### src/rtl/serial_sub_ctrl.sv
// Bit-serial subtractor sequencer: one shared 1-bit subtract cell, LSB first, borrow chained.
// Optional macro SERIAL_SUB_SAT_EN clamps a negative result to zero (borrow still reported).
//
// state | meaning
// ------+-----------------------------------------------------------
// IDLE  | waiting for an operand pair (in_ready=1)
// RUN   | stepping one bit per clock through the subtract cell
// DONE  | result valid, held until the consumer takes it
module serial_sub_ctrl #(
    parameter int WIDTH = 8,
    parameter int CNT_W = $clog2(WIDTH + 1)
) (
    input  logic             clk,
    input  logic             rst_n,
    input  logic             in_valid,
    output logic             in_ready,
    input  logic [WIDTH-1:0] a,
    input  logic [WIDTH-1:0] b,
    output logic             out_valid,
    input  logic             out_ready,
    output logic [WIDTH-1:0] diff,
    output logic             borrow,
    output logic             busy
);

    typedef enum logic [1:0] {
        S_IDLE = 2'b00,
        S_RUN  = 2'b01,
        S_DONE = 2'b10
    } state_t;

    localparam logic [CNT_W-1:0] CNT_LAST = CNT_W'(WIDTH - 1);

    generate
        if (WIDTH < 2 || WIDTH > 32) begin : g_width_check
            $error("serial_sub_ctrl: WIDTH must be in 2..32");
        end
    endgenerate

    state_t             state_q, state_d;
    logic [WIDTH-1:0]   a_sh_q, a_sh_d;
    logic [WIDTH-1:0]   b_sh_q, b_sh_d;
    logic [WIDTH-1:0]   res_sh_q, res_sh_d;
    logic [CNT_W-1:0]   cnt_q, cnt_d;
    logic               brw_q, brw_d;
    logic [WIDTH-1:0]   diff_q, diff_d;
    logic               borrow_q, borrow_d;

    logic               cell_d;
    logic               cell_bout;
    logic [WIDTH-1:0]   res_next;

    // The shared subtract cell.
    always_comb begin
        cell_d    = a_sh_q[0] ^ b_sh_q[0] ^ brw_q;
        cell_bout = (~a_sh_q[0] & b_sh_q[0]) | (~(a_sh_q[0] ^ b_sh_q[0]) & brw_q);
        res_next  = {cell_d, res_sh_q[WIDTH-1:1]};
    end

    always_comb begin
        state_d  = state_q;
        a_sh_d   = a_sh_q;
        b_sh_d   = b_sh_q;
        res_sh_d = res_sh_q;
        cnt_d    = cnt_q;
        brw_d    = brw_q;
        diff_d   = diff_q;
        borrow_d = borrow_q;

        case (state_q)
            S_IDLE: begin
                if (in_valid) begin
                    a_sh_d   = a;
                    b_sh_d   = b;
                    res_sh_d = '0;
                    cnt_d    = '0;
                    brw_d    = 1'b0;
                    state_d  = S_RUN;
                end
            end
            S_RUN: begin
                res_sh_d = res_next;
                a_sh_d   = {1'b0, a_sh_q[WIDTH-1:1]};
                b_sh_d   = {1'b0, b_sh_q[WIDTH-1:1]};
                brw_d    = cell_bout;
                cnt_d    = cnt_q + 1'b1;
                if (cnt_q == CNT_LAST) begin
                    state_d  = S_DONE;
                    borrow_d = cell_bout;
`ifdef SERIAL_SUB_SAT_EN
                    diff_d   = cell_bout ? '0 : res_next;
`else
                    diff_d   = res_next;
`endif
                end
            end
            S_DONE: begin
                if (out_ready) begin
                    state_d = S_IDLE;
                end
            end
            default: begin
                state_d = S_IDLE;
            end
        endcase
    end

    always_ff @(posedge clk or negedge rst_n) begin
        if (!rst_n) begin
            state_q  <= S_IDLE;
            a_sh_q   <= '0;
            b_sh_q   <= '0;
            res_sh_q <= '0;
            cnt_q    <= '0;
            brw_q    <= 1'b0;
            diff_q   <= '0;
            borrow_q <= 1'b0;
        end else begin
            state_q  <= state_d;
            a_sh_q   <= a_sh_d;
            b_sh_q   <= b_sh_d;
            res_sh_q <= res_sh_d;
            cnt_q    <= cnt_d;
            brw_q    <= brw_d;
            diff_q   <= diff_d;
            borrow_q <= borrow_d;
        end
    end

    // Outputs are register values or plain state decode only.
    assign in_ready  = (state_q == S_IDLE);
    assign out_valid = (state_q == S_DONE);
    assign busy      = (state_q != S_IDLE);
    assign diff      = diff_q;
    assign borrow    = borrow_q;

endmodule

### config.mk
export PLATFORM = sky130hd
export DESIGN_NAME = serial_sub_ctrl
export DESIGN_NICKNAME = d
export VERILOG_FILES = /design/src/rtl/serial_sub_ctrl.sv
export SDC_FILE = /design/constraint.sdc
export NUM_CORES = 1
export LEC_CHECK = 0
export ABC_AREA = 1
export ABC_CLOCK_PERIOD_IN_PS = 1300
export CORE_UTILIZATION = 45
export CTS_CLUSTER_DIAMETER = 120
export DETAILED_ROUTE_END_ITERATION = 10
export HOLD_SLACK_MARGIN = 0.1
export PLACE_DENSITY = 0.81
export SLEW_MARGIN = 20
export SYNTH_ARGS = -nofsm -noshare
export SYNTH_HDL_FRONTEND = slang
export SYNTH_SLANG_ARGS = --single-unit
export TNS_END_PERCENT = 10
### constraint.sdc
create_clock -name clk -period 1.3 [get_ports clk]
set_input_delay 0.26 -clock clk [delete_from_list [all_inputs] [get_ports clk]]
set_output_delay 0.26 -clock clk [all_outputs]
set_load 0.005 [all_outputs]
==> reports/metrics.csv <==
metric;value;unit
status;finished, violations left;
failing checks;negative setup slack;
Placer Congestion;0.7729;
worst-path maximum fanout;4;
synth cell count leaders;70 x nand2_1, 57 x nand3_1, 39 x dfrtp_1;
Core ar.;3661;um2
pin count of the biggest net entering global routing;40;
GRT Util Overall;20.94;%
syn avg cell area;8.651;um2
ranking of synthesized cells by area;dfrtp_1 57%, nand3_1 17%, nand2_1 15%;
DP Cell Count;281;
Slew Viols, Final;0;
1st-pass router iterations;4;
DRT iter0 DRCs;51;
flops & latches, synth;39;
Yosys top cell area share;56.98;%
Routed WL;3.996;mm
area leader, netlist;dfrtp_1;
boundary pin count;32;
Antenna Cells;0;
worst vdd ir;0.001280;V
final worst slack;-0.007337;ns
CP peak stage delay;0.42;ns
vias in the first global route;1442;
Port Buf Inserts;31;
CTS tree;done;
minimum clock period;1.307;ns
post-route ant nets;0;
Hold Slack;0.4697;ns
Core Rows;22;
final period utilization;100.6;%
Clk Latency, worst-skew pair;0.30;ns
min-delay worst type;in2async;
FFs w/ async S/R, synth;100.0;%
htree depth;2;
RSZ-0062 raised after global routing;yes;
Critical Path AT;1.05;ns
first-pass GRT wire length;6.527;mm
Post-Synthesis Net Count;220;
Main synth FF type;dfrtp_1;
clk buf depth;2;
Slew HR;84.35;%
WL/cell;13.59;um
die area;4057;um2
Pleak;1.198;nW
Initial Util;46.79;%
Post-synth EDFFs;0;
setup total negative slack;-0.007337;ns
final cell count without fillers;294;
clk_skew;0.009044;ns
CP max stage cell;dfrtp_1;
HPWL after DPL;2.391;mm
most numerous cell in the Yosys netlist;nand2_1;
Die H;63.70;um
crit path kind;reg2out;
share of layout cells above drive strength 1;16.67;%
synth warn;0;
Worst Tran Pin Value;0.2328;ns
Final setup viols;1;
Design Power;5.040;mW
cell area power density;2131;nW/um2
CTS Buf Count;5;
grt total ovfl;0;
Mapped Area;1713;um2
drc violations;0;
Clock transition at path regs;0.08;ns
Setup crit end kind;primary output;
nets;267;
synth unique cells;19;
Worst setup SP type;flop;
vias post-DR;1538;
die width;63.70;um
initial antenna violation count;0;
clock sinks;39;
Fin. Hold Viols;0;
root buf cell;clkbuf_8;
max-cap viol count;0;
DR vias/cell;5.231;
sequential area share after synthesis;56.98;%
worst-path cell chain;buf_6 > inv_4 > nor2_2 > buf_2;
Mapped Cells;198;
Fmax;764.9;MHz
critical path required time;1.04;ns
Area growth syn-to-layout;38.06;%
-- critical path, delay by kind of cell, from the launching register on --
kind / cells / cell delay [ns]
flops: 1 / 0.42
buf+inv: 3 / 0.31
simple gates: 1 / 0.03
-- kinds of logic after synthesis --
family / after synthesis / share of synthesized area [%]
and+or+nand+nor: 135 / 34.48
DFF: 39 / 56.98
buffers and inverters: 17 / 4.967
AOI/OAI and AO/OA: 5 / 1.680
adders and majority gates: 2 / 1.899
-- final cells by class --
| type | count | area (um2) |
|---|---|---|
| clock inverters | 2 | 12.51 |
| fillers | 287 | 1296 |
| inverters | 7 | 28.78 |
| repair buffers | 49 | 505.5 |
| well taps | 48 | 60.06 |
| flip-flops and latches | 39 | 975.9 |
| clock buffers | 6 | 72.57 |
| multi-input cells | 143 | 709.4 |
-- what timing repair did --
action / 4_1_cts / 5_1_grt
hold endpoints to repair: 39 / 0
hold buffers: 1 / 0
endpoints found under the setup margin: 22 / 35
setup buffers: 2 / 0
resized for setup: 27 / 12
cloned: 0 / 2
pin swaps: 1 / 2
-- cell usage in the layout (no fill, tap or decap), drive strengths merged, types with 2 or more instances in the layout --
master         netlist  final
buf                  8     19
clkbuf               2      8
clkdlybuf4s50        0     18
dfrtp               39     39
dlygate4sd2          0      9
inv                  7      7
nand2               70     70
nand3               57     57
nor2                 7      8
o21ai                2      2
-- sequential cells by signal, summed over array words and instances (netlist names) --
register	flops
a_sh_q	8
borrow	1
diff	8
res_sh_q	7
cnt_q	4
b_sh_q	8
brw_q	1
state_q	2
-- through the flow --
| step | setup slack (ns) | cell area, um2 | utilization (%) |
|---|---|---|---|
| after floorplan | 0.1530 | 1713 | - |
| after global placement | -0.05944 | 2175 | 59.40 |
| after detailed placement | -0.07799 | 2175 | 59.40 |
| after CTS | -0.05811 | 2293 | 62.65 |
| after global routing | -0.03726 | 2365 | 64.59 |
| final | -0.007337 | 2365 | 64.59 |
-- final timing paths --
kind,cells after the start,slack [ns],endpoint,start
min in group clk,2,0.48,diff[6],diff[6]
worst max-delay path,4,-0.007,out_valid,state_q[1]
worst min register to register,2,0.48,diff[6],diff[6]
max in group asynchronous,3,0.63,state_q[0],rst_n
worst min-delay path,3,0.47,diff[2],rst_n
worst max register to register,7,0.06,cnt_q[2],state_q[1]
-- routing by layer --
metal	global-route usage (%)	share of wire (%)
met5	0	0
met4	8.807	2.8
met3	4.891	4.4
met2	33.64	50
met1	26.95	43
-- where the power goes --
group          switching [mW]  total [mW]  internal (mW)
Clock                   0.423       0.798          0.375
Combinational            1.19        2.23           1.04
Sequential              0.316        2.01           1.69
Note: power is estimated with default switching activity, not from simulation.
